[src/rtl/pipeline_stall_ctrl_pkg.sv]
// Shared types for the pipeline stall/flush sequencer.
package pipeline_stall_ctrl_pkg;

  localparam int unsigned REG_W = 5;

  typedef enum logic {
    I_REQ  = 1'b0,
    I_HOLD = 1'b1
  } istate_t;

  typedef enum logic {
    D_REQ  = 1'b0,
    D_DONE = 1'b1
  } dstate_t;

  typedef struct packed {
    logic pc_en;
    logic ifid_en;
    logic ifid_flush;
    logic idex_en;
    logic idex_flush;
    logic exmem_en;
    logic memwb_en;
  } stage_ctrl_t;

  localparam stage_ctrl_t CTRL_FREEZE = '0;
  localparam stage_ctrl_t CTRL_RUN = '{
    pc_en: 1'b1, ifid_en: 1'b1, ifid_flush: 1'b0, idex_en: 1'b1,
    idex_flush: 1'b0, exmem_en: 1'b1, memwb_en: 1'b1
  };

  // True when an ID source that is actually read matches the EX destination.
  function automatic logic src_hit(input logic use_src,
                                   input logic [REG_W-1:0] src,
                                   input logic [REG_W-1:0] rd);
    return use_src && (src == rd);
  endfunction

endpackage

[src/rtl/mem_port_tracker.sv]
// Per-cache-port handshake tracker: captures a response that arrives while
// the other port still freezes the pipeline, so it is never re-requested.
module mem_port_tracker
  import pipeline_stall_ctrl_pkg::*;
#(
  parameter type    state_t = istate_t,
  parameter state_t REQ_ST  = I_REQ,
  parameter state_t HOLD_ST = I_HOLD
) (
  input  logic clk,
  input  logic rst,
  input  logic req,
  input  logic resp,
  input  logic other_busy,
  output logic go,
  output logic latch,
  output logic sel_hold,
  output logic busy
);

  state_t state_q;
  state_t state_d;

  // State register.
  always_ff @(posedge clk or negedge rst) begin
    if (!rst) state_q <= REQ_ST;
    else      state_q <= state_d;
  end

  // Next state. In the hold state this port is never busy, so the pipeline
  // stall reduces to the other port's busy term.
  always_comb begin
    state_d = state_q;
    if (state_q == REQ_ST) begin
      if (req && resp && other_busy) state_d = HOLD_ST;
    end else begin
      if (!other_busy) state_d = REQ_ST;
    end
  end

  // Outputs, all forced low while reset is asserted.
  always_comb begin
    go       = 1'b0;
    latch    = 1'b0;
    sel_hold = 1'b0;
    busy     = 1'b0;
    if (rst) begin
      go       = req && (state_q == REQ_ST);
      latch    = go && resp;
      busy     = go && !resp;
      sel_hold = (state_q == HOLD_ST);
    end
  end

endmodule

[src/rtl/pipeline_stall_ctrl.sv]
// Central stall/flush sequencer for the RV32I pipeline registers, with
// hazard-event performance counters.
module pipeline_stall_ctrl
  import pipeline_stall_ctrl_pkg::*;
#(
  parameter int unsigned CNT_W = 32
) (
  input  logic             clk,
  input  logic             rst,
  input  logic             imem_resp,
  output logic             imem_read,
  output logic             imem_latch,
  output logic             imem_sel_hold,
  input  logic             dmem_req,
  input  logic             dmem_resp,
  output logic             dmem_go,
  output logic             dmem_latch,
  output logic             dmem_sel_hold,
  input  logic             idex_mem_read,
  input  logic [REG_W-1:0] idex_rd,
  input  logic [REG_W-1:0] ifid_rs1,
  input  logic [REG_W-1:0] ifid_rs2,
  input  logic             ifid_use_rs1,
  input  logic             ifid_use_rs2,
  input  logic             ex_redirect,
  output logic             pc_en,
  output logic             ifid_en,
  output logic             ifid_flush,
  output logic             idex_en,
  output logic             idex_flush,
  output logic             exmem_en,
  output logic             memwb_en,
  output logic [CNT_W-1:0] stall_cycles,
  output logic [CNT_W-1:0] loaduse_count,
  output logic [CNT_W-1:0] redirect_count
);

  logic        i_busy;
  logic        d_busy;
  logic        stall;
  logic        hazard;
  logic        redirect_fire;
  logic        loaduse_fire;
  stage_ctrl_t ctrl;

  mem_port_tracker #(
    .state_t(istate_t), .REQ_ST(I_REQ), .HOLD_ST(I_HOLD)
  ) u_iport (
    .clk(clk), .rst(rst), .req(1'b1), .resp(imem_resp), .other_busy(d_busy),
    .go(imem_read), .latch(imem_latch), .sel_hold(imem_sel_hold), .busy(i_busy)
  );

  mem_port_tracker #(
    .state_t(dstate_t), .REQ_ST(D_REQ), .HOLD_ST(D_DONE)
  ) u_dport (
    .clk(clk), .rst(rst), .req(dmem_req), .resp(dmem_resp), .other_busy(i_busy),
    .go(dmem_go), .latch(dmem_latch), .sel_hold(dmem_sel_hold), .busy(d_busy)
  );

  assign stall  = i_busy | d_busy;
  assign hazard = idex_mem_read && (idex_rd != '0) &&
                  (src_hit(ifid_use_rs1, ifid_rs1, idex_rd) ||
                   src_hit(ifid_use_rs2, ifid_rs2, idex_rd));

  // Stage control priority: freeze, redirect, load-use bubble, run.
  always_comb begin
    ctrl          = CTRL_FREEZE;
    redirect_fire = 1'b0;
    loaduse_fire  = 1'b0;
    if (!rst || stall) begin
      ctrl = CTRL_FREEZE;
    end else if (ex_redirect) begin
      ctrl            = CTRL_RUN;
      ctrl.ifid_flush = 1'b1;
      ctrl.idex_flush = 1'b1;
      redirect_fire   = 1'b1;
    end else if (hazard) begin
      ctrl            = CTRL_RUN;
      ctrl.pc_en      = 1'b0;
      ctrl.ifid_en    = 1'b0;
      ctrl.idex_flush = 1'b1;
      loaduse_fire    = 1'b1;
    end else begin
      ctrl = CTRL_RUN;
    end
  end

  assign pc_en      = ctrl.pc_en;
  assign ifid_en    = ctrl.ifid_en;
  assign ifid_flush = ctrl.ifid_flush;
  assign idex_en    = ctrl.idex_en;
  assign idex_flush = ctrl.idex_flush;
  assign exmem_en   = ctrl.exmem_en;
  assign memwb_en   = ctrl.memwb_en;

  // Wrapping performance counters.
  always_ff @(posedge clk or negedge rst) begin
    if (!rst) begin
      stall_cycles   <= '0;
      loaduse_count  <= '0;
      redirect_count <= '0;
    end else begin
      if (stall)         stall_cycles   <= stall_cycles + CNT_W'(1);
      if (loaduse_fire)  loaduse_count  <= loaduse_count + CNT_W'(1);
      if (redirect_fire) redirect_count <= redirect_count + CNT_W'(1);
    end
  end

endmodule

[config.mk]
export PLATFORM = sky130hd
export DESIGN_NAME = pipeline_stall_ctrl
export DESIGN_NICKNAME = d
export VERILOG_FILES = /design/src/rtl/pipeline_stall_ctrl_pkg.sv /design/src/rtl/mem_port_tracker.sv /design/src/rtl/pipeline_stall_ctrl.sv
export SDC_FILE = /design/constraint.sdc
export NUM_CORES = 1
export LEC_CHECK = 0
export CORE_AREA = 2 2 113 104
export DETAILED_ROUTE_END_ITERATION = 10
export DIE_AREA = 0 0 115 106
export PLACE_DENSITY = 0.84
export SYNTH_ARGS = -nofsm -noshare
export SYNTH_HDL_FRONTEND = slang
export SYNTH_SLANG_ARGS = --single-unit
[constraint.sdc]
create_clock -name clk -period 1.95 [get_ports clk]
set_clock_uncertainty 0.2 [all_clocks]
set_input_delay 0.2925 -clock clk [delete_from_list [all_inputs] [get_ports clk]]
set_output_delay 0.2925 -clock clk [all_outputs]
set_load 0.02 [all_outputs]
Word-level counts from Yosys, hierarchy flattened
Cells that the tools add are included.
{"block": "totals", "register_bits": 98, "in_bits": 24, "out_inout_bits": 109, "word_cells": 53}
{"block": "op_classes", "n_addsub": 3, "eq_ne": 2, "mux": 22, "n_bitwise": 3, "n_reduce_logical": 18}
{"cell": "32-bit by 1-bit adder with 32-bit output, second input constant", "n": 3}
{"cell": "7-bit 2-to-1 mux", "n": 3}
{"cell": "1-bit 2-to-1 mux", "n": 19}
{"cell": "1-bit logical AND", "n": 12}
{"cell": "5-bit == test", "n": 2}
{"cell": "5-bit nonzero test", "n": 1}
{"cell": "1-bit logical NOT", "n": 3}
{"cell": "1-bit logical OR", "n": 2}
{"cell": "1-bit inverter", "n": 2}
{"cell": "1-bit OR", "n": 1}

Longest topological paths before layout
Gate-level depths: netlist of run 1.
{"block": "logic_depth", "depth_word": 7, "mapped_depth": 7}

By module
A second synthesis of run 1 with hierarchy kept.
{"block": "hier_totals", "hier_cells": 427, "hier_area_um2": 4709.5}
{"module": "pipeline_stall_ctrl", "instances": 1, "cells_per_inst": 411, "area_per_inst_um2": 4569.4, "seq_area_each_um2": 2402.3}
{"module": "mem_port_tracker", "instances": 2, "cells_per_inst": 8, "area_per_inst_um2": 70.1, "seq_area_each_um2": 25.0}

Least setup slack after synthesis of run 1
OpenSTA, ideal clock, no wires.
{"block": "synth_path", "kind": "register to register", "start": "register redirect_count[14]", "end": "register redirect_count[31]", "setup_time_ns": 0.128, "t_arrival_ns": 1.981, "path_slack_ns": -0.359, "stages_incl_launch_ff": 8, "n_path_buf": 2, "period_less_slack_ns": 2.309, "path_cell_list": "dfrtp_1 and4_1 buf_2 and4_1 clkbuf_1 nand4_1 or4b_1 xnor2_1"}
{"block": "synth_between", "elab_chain_cells": 1}
{"element": "start, declared", "line_no": "pipeline_stall_ctrl.sv:35", "source": "output logic [CNT_W-1:0] redirect_count"}
{"element": "start signal, assigned", "line_no": "pipeline_stall_ctrl.sv:105", "source": "if (redirect_fire) redirect_count <= redirect_count + CNT_W'(1);"}
{"element": "32-bit by 1-bit adder with 32-bit output", "line_no": "pipeline_stall_ctrl.sv:105"}
No other way between the ends.
A chain may end at the register's enable or synchronous reset.

Final worst setup path of run 1
{"block": "layout_path", "start": "register u_dport.state_q", "end": "register redirect_count[31]"}
{"block": "layout_between", "elab_chain_cells": 7}
{"element": "start, declared", "line_no": "mem_port_tracker.sv:21", "source": "state_t state_q;"}
{"element": "start signal, assigned", "line_no": "mem_port_tracker.sv:27", "source": "else state_q <= state_d;"}
{"element": "1-bit inverter"}
{"element": "1-bit logical AND", "line_no": "mem_port_tracker.sv:48", "source": "go = req && (state_q == REQ_ST);"}
{"element": "1-bit logical AND", "line_no": "mem_port_tracker.sv:50", "source": "busy = go && !resp;"}
{"element": "1-bit 2-to-1 mux", "line_no": "mem_port_tracker.sv:47", "source": "if (rst) begin"}
{"element": "1-bit OR", "line_no": "pipeline_stall_ctrl.sv:60", "source": "assign stall = i_busy | d_busy;"}
{"element": "1-bit logical OR", "line_no": "pipeline_stall_ctrl.sv:70", "source": "if (!rst || stall) begin"}
{"element": "1-bit 2-to-1 mux", "line_no": "pipeline_stall_ctrl.sv:70"}
No other way between the ends.

==> summary.txt, run 1 <==
leading area contributor after synthesis -> dfrtp_1
post-route setup slack -> -0.207 ns
vias in the first global route -> 4262
max-cap violation count -> 0
Unique masters post-synth -> 45
Critical Path End Type -> flop
FMAX -> 464 MHz
Final Cycle Share -> 111%
worst path arrival time -> 2.20 ns
synthesized flop and latch total -> 98
RSZ-0062 raised after global routing -> true
# H-tree levels -> 3
first-pass GRT wire length -> 21.2 mm
post-synthesis async set-or-reset flop share -> 100%
Clock Sinks -> 98
core area -> 0.0111 mm²
routed wire length -> 14.7 mm
NumNets Final -> 688
post-route ant nets -> 0
top cell type's share of synthesized area -> 51.7%
Worst-Margin Slew -> 0.629 ns
Hold Path Class -> primary input to asynchronous set/reset pin
PwrDens -> 617 mW/mm²
Sw Pwr -> 1.40 mW
Area Overhead vs Synth -> 74.3%
Combinational Power Share -> 19.9%
max-slew violations -> 0
I/O pins -> 133
Avg Cell Area, Syn -> 11.0 µm²
CP cell instances -> nor3b_4 -> buf_6 -> buf_12 -> nor4b_4 -> and4_4 -> or4b_4 -> xnor2_1
failing checks -> hold timing, setup timing
initial core utilization -> 42.7%
DR WL/cell -> 18.3 µm
Worst-path clk slew -> 0.07 ns
# port buffers -> 132
Worst setup startpoint -> u_dport.state_q
row count -> 37
routed vias/inst -> 5.32
Reg power frac -> 44.1%
# diodes -> 0
Final Hold Viols -> 48
Final TNS setup -> -3.99 ns
number of DRC markers in iteration 0 -> 259
worst slack at placement -> -0.937 ns
Tot GR Track Use -> 22.2%
Worst path max stage delay -> 0.46 ns
ratio of cells with drive above 1 in the final layout -> 42.9%
Post-synth EDFFs -> 0
clock share of power -> 36.0%
Slowest-stage cell, CP -> or4b_4
DRC viols -> 0
Die Span Y -> 106 µm
largest net degree at the start of global routing -> 53
top_reg_cell synth -> dfrtp_1
Post-Syn Area -> 0.00474 mm²
Tmin final -> 2.16 ns
Sw Ratio -> 27.4%
Synth warnings -> 0
Int Pwr -> 3.70 mW
Max clock buf depth -> 2
TritonRoute pass-1 iters -> 4
post-synthesis sequential area ratio -> 51.7%
Root Buffer -> clkbuf_16
worst-skew pair later-pin latency -> 0.36 ns
Final setup viols -> 51
status -> finished, violations left
die width -> 115 µm
Lkg Pwr -> 4.45 nW
Critical Path Source Type -> flop
kind of critical path -> flop to flop
GRT overflow -> 0
Worst VDD drop -> 590 µV
initial antenna violation count -> 0
via count -> 4263
slew margin rel. -> 58.1%
hold slack final -> -0.131 ns
Post-Layout Cell Count -> 802
CTS tree -> done
largest fanout on the critical path -> 4
DP Cell Count -> 761
gpl congestion -> 0.862
post-synth net total -> 457
Die Area -> 0.0122 mm²
largest cells by area after synthesis -> dfrtp_1 52%, xor2_1 9.8%, xnor2_1 9.2%
Crit path required time -> 1.99 ns
TritonCTS Buffers -> 9
RR Startpoint -> u_dport.state_q
HPWL after detailed placement -> 9.02 mm
Cells after Synth -> 430
-- through the flow --
stage | total power, mW | instance area (µm²) | util [%]
detailed placement | 3.22 | 6890 | 62.0
finish | 5.10 | 8260 | 74.3
CTS | 5.04 | 7520 | 67.7
global placement | 3.17 | 6890 | 62.0
global route | 5.29 | 8260 | 74.3
floorplan | 2.66 | 4880 | -
-- state kept, by name (all words and copies together), names as in the netlist --
signal	cells
loaduse_count	32
redirect_count	32
stall_cycles	32
u_dport.state_q	1
u_iport.state_q	1
-- cell families after synthesis --
logic type / count (synthesis) / synth area share, %
AO/OA/AOI/OAI: 10 / 1.64
XOR/XNOR: 103 / 19.0
adder cells (fa/ha/maj): 3 / 0.792
buffers and inverters: 27 / 2.53
flip-flops: 98 / 51.7
multiplexers: 3 / 0.713
AND/OR/NAND/NOR: 186 / 23.5
-- layout by cell type (no fill, tap or decap), drive strengths merged, types with 3 or more instances in the layout --
cell / synthesis / final
buf: 7 / 121
dfrtp: 98 / 98
clkdlybuf4s50: 0 / 57
xor2: 53 / 53
xnor2: 50 / 50
dlymetal6s2s: 0 / 33
nand2: 32 / 32
nand3: 30 / 30
nor3: 27 / 27
nand4: 20 / 20
dlygate4sd2: 0 / 18
nor4: 17 / 17
clkbuf: 6 / 15
inv: 14 / 14
nor2: 14 / 14
and3: 8 / 8
and2: 8 / 8
and4: 7 / 7
nor4b: 6 / 6
nor3b: 5 / 5
mux2: 3 / 3
o21ai: 3 / 3
ha: 3 / 3
-- Yosys cell counts, types with 2 or more instances --
master / n
dfrtp_1: 98
xor2_1: 53
xnor2_1: 50
nand2_1: 32
nand3_1: 30
nor3_1: 26
nand4_1: 19
inv_1: 14
nor2_1: 14
nor4_1: 14
and3_1: 8
and2_1: 7
and4_1: 7
clkbuf_1: 6
buf_4: 4
nor3b_1: 4
buf_2: 3
ha_1: 3
mux2_2: 3
nor4b_2: 3
nand2b_1: 2
nand4b_1: 2
nor2b_1: 2
nor4_2: 2
nor4b_1: 2
o21a_1: 2
o21ai_0: 2
-- power groups by stage --
| stage | sequential (mW) | combinational [mW] | clock (mW) |
|---|---|---|---|
| floorplan | 2.43 | 0.227 | 0 |
| global placement | 2.27 | 0.904 | 0 |
| detailed placement | 2.28 | 0.942 | 0 |
| CTS | 2.25 | 0.939 | 1.85 |
| global route | 2.27 | 1.08 | 1.94 |
| finish | 2.25 | 1.01 | 1.84 |
-- layer usage --
metal / vias up / global-route usage [%] / part of all wire [%]
met5: - / 0 / 0
met4: 0 / 8.35 / 2.6
met3: 32 / 6.27 / 4.7
met2: 126 / 36.8 / 53
met1: 2149 / 27.4 / 40
li1: 1956 / - / -
-- critical path, delay by kind of cell, from the launching register on --
family	cells	cell delay, ns
AND/OR/NAND/NOR	4	1.07
flip-flops	1	0.39
buffers and inverters	2	0.26
XOR/XNOR	1	0.13
-- what timing repair did --
action / in CTS / in global routing
pin swaps: 35 / 51
gates cloned: 1 / 1
setup endpoints to repair: 100 / 114
buffers inserted: 10 / 15
endpoints found under the hold margin: 48 / 48
resized for setup: 170 / 148
-- area by class of cell --
type,instances,area [µm²]
Multi-Input combinational cell,305,2960
Fill cell,693,2850
Sequential cell,98,2490
Timing Repair Buffer,233,2280
Clock buffer,13,260
Tap cell,136,170
Inverter,14,52.6
Clock inverter,3,40.0
-- worst paths after layout --
kind                                       to  slack (ns)  cells after the start
min reg2reg                  stall_cycles[31]        0.27                      1
min in group clk              u_iport.state_q        0.24                      3
max                        redirect_count[31]       -0.21                      7
max reg2reg                redirect_count[31]       -0.21                      7
max in group asynchronous    loaduse_count[2]        0.71                      4
min                           stall_cycles[9]       -0.13                      3
No activity file was read; power rests on OpenSTA's default activity.
==> run 2: changes to the inputs <==
--- a/config.mk
+++ b/config.mk
@@ -5,10 +5,11 @@
 export SDC_FILE = /design/constraint.sdc
 export NUM_CORES = 1
 export LEC_CHECK = 0
-export CORE_AREA = 2 2 113 104
+export CORE_AREA = 2 2 105 97
 export DETAILED_ROUTE_END_ITERATION = 10
-export DIE_AREA = 0 0 115 106
-export PLACE_DENSITY = 0.84
+export DIE_AREA = 0 0 107 99
+export DONT_BUFFER_PORTS = 1
+export PLACE_DENSITY = 0.76
 export SYNTH_ARGS = -nofsm -noshare
 export SYNTH_HDL_FRONTEND = slang
 export SYNTH_SLANG_ARGS = --single-unit
==> summary.txt, run 2 (synthesis gave the netlist of run 1 again) <==
die width -> 107 µm (was 115 µm)
post-route ant nets -> 0 (unchanged)
most frequent cells in the layout -> 124 x buf_4, 68 x dfrtp_1, 53 x xor2_1, 46 x xnor2_1, 30 x dfrtp_2 (was 80 x buf_4, 64 x dfrtp_1, 57 x clkdlybuf4s50_1, 49 x xor2_1, 43 x xnor2_1)
routed wire length -> 12.9 mm (was 14.7 mm)
routed vias/inst -> 5.40 (was 5.32)
hold slack final -> -0.573 ns (was -0.131 ns)
PwrDens -> 630 mW/mm² (was 617 mW/mm²)
Hold Path Class -> primary input to asynchronous set/reset pin (unchanged)
HPWL after detailed placement -> 8.06 mm (was 9.02 mm)
I/O pins -> 133 (unchanged)
failing checks -> hold timing, setup timing (unchanged)
Clock Sinks -> 98 (unchanged)
# port buffers -> 0 (was 132)
number of DRC markers in iteration 0 -> 160 (was 259)
largest net degree at the start of global routing -> 107 (was 53)
gpl congestion -> 0.829 (was 0.862)
slew margin rel. -> 65.9% (was 58.1%)
initial antenna violation count -> 0 (unchanged)
GRT overflow -> 0 (unchanged)
Tot GR Track Use -> 22.3% (was 22.2%)
DR WL/cell -> 18.3 µm (about the same)
ratio of cells with drive above 1 in the final layout -> 49.9% (was 42.9%)
Lkg Pwr -> 3.54 nW (was 4.45 nW)
Top Registers -> loaduse_count (32), redirect_count (32), stall_cycles (32) (unchanged)
row count -> 34 (was 37)
commonest non-fill, non-tap cell in the layout -> buf_4 (unchanged)
initial core utilization -> 50.0% (was 42.7%)
status -> finished, violations left (unchanged)
largest fanout on the critical path -> 5 (was 4)
Root Buffer -> clkbuf_8 (was clkbuf_16)
Critical Path Source Type -> flop (unchanged)
FMAX -> 476 MHz (was 464 MHz)
Crit path required time -> 2.02 ns (was 1.99 ns)
Worst VDD drop -> 604 µV (was 590 µV)
Final setup viols -> 24 (was 51)
TritonCTS Buffers -> 9 (unchanged)
max-slew violations -> 0 (unchanged)
worst-skew pair later-pin latency -> 0.35 ns (was 0.36 ns)
Final Cycle Share -> 108% (was 111%)
first-pass GRT wire length -> 18.9 mm (was 21.2 mm)
# diodes -> 0 (unchanged)
post-route setup slack -> -0.149 ns (was -0.207 ns)
Area Overhead vs Synth -> 48.8% (was 74.3%)
Post-Layout Cell Count -> 709 (was 802)
NumNets Final -> 605 (was 688)
Worst-path clk slew -> 0.10 ns (was 0.07 ns)
core area -> 0.00949 mm² (was 0.0111 mm²)
worst path arrival time -> 2.17 ns (was 2.20 ns)
Die Span Y -> 99 µm (was 106 µm)
# H-tree levels -> 3 (unchanged)
Final TNS setup -> -1.42 ns (was -3.99 ns)
RSZ-0062 raised after global routing -> true (unchanged)
via count -> 3829 (was 4263)
Critical Path End Type -> flop (unchanged)
DP Cell Count -> 667 (was 761)
Die Area -> 0.0106 mm² (was 0.0122 mm²)
post-route cell area -> 0.00705 mm² (was 0.00826 mm²)
kind of critical path -> flop to flop (unchanged)
TritonRoute pass-1 iters -> 4 (unchanged)
Placed Area -> 0.00591 mm² (was 0.00689 mm²)
Post-CTS Hold Buffers -> 3
final core occ -> 74.4% (was 74.3%)
Worst-Margin Slew -> 0.509 ns (was 0.629 ns)
vias in the first global route -> 3866 (was 4262)
Tmin final -> 2.10 ns (was 2.16 ns)
max-cap violation count -> 0 (unchanged)
CTS tree -> done (unchanged)
Final Hold Viols -> 98 (was 48)
Max clock buf depth -> 2 (unchanged)
number of fill cells -> 586 (was 693)
DRC viols -> 0 (unchanged)
-- run 2: path summary, 6_finish.rpt --
path                              startpoint  slack (ns)  cells past startpoint                 to
setup / recovery             u_dport.state_q       -0.15                      7  loaduse_count[15]
min in group clk                 ex_redirect        0.06                      3  redirect_count[2]
hold / removal                           rst       -0.57                      0   loaduse_count[3]
setup reg to reg             u_dport.state_q       -0.15                      7  loaduse_count[15]
hold reg to reg            loaduse_count[18]        0.32                      1  loaduse_count[18]
max in group asynchronous                rst        1.88                      0  loaduse_count[16]
-- run 2: power by group --
group	total [mW]	switching [mW]	internal, mW
clock network	1.43	0.709	0.726
logic	0.796	0.447	0.349
registers	2.22	0.0694	2.15
-- run 2: per-stage QoR --
| step | power, mW | setup slack (ns) |
|---|---|---|
| 2_1_floorplan | 2.66 | -0.221 |
| 3_3_place_gp | 2.92 | -0.100 |
| 3_5_place_dp | 2.95 | -0.173 |
| 4_1_cts | 4.41 | -0.116 |
| 5_1_grt | 4.62 | -0.261 |
| 6_report | 4.45 | -0.149 |
-- run 2: critical path, stage by stage (launching register included) --
cell     delay [ns]
dfrtp_1        0.42
nor3b_4        0.09
buf_6          0.15
nor4_4         0.15
or3b_4         0.44
buf_8          0.16
nor4b_4        0.25
xor2_1         0.18
-- run 2: what timing repair did --
item                                    4_1_cts  5_1_grt
endpoints found under the hold margin       100       98
pin swaps                                    15       60
cloned                                        1        1
endpoints found under the setup margin       39       70
resized for setup                            30      109
setup buffers                                 6       15
-- run 2: layout make-up --
class                           instances  area (µm²)  share of cell area (%)
Multi-Input combinational cell        305        2880                    40.9
Timing Repair Buffer                  150        1250                    17.8
Tap cell                              126         158                    2.23
Clock inverter                          6        88.8                    1.26
Inverter                               14        52.6                   0.745
Clock buffer                           10         128                    1.81
Sequential cell                        98        2490                    35.3
-- run 2: routing by layer --
layer | track usage [%] | vias to the layer above | share of wire, %
met1 | 27.7 | 1926 | 39
met3 | 6.08 | 14 | 4.7
met4 | 5.59 | 0 | 1.2
li1 | - | 1787 | -
met2 | 38.7 | 102 | 55
met5 | 0 | - | 0
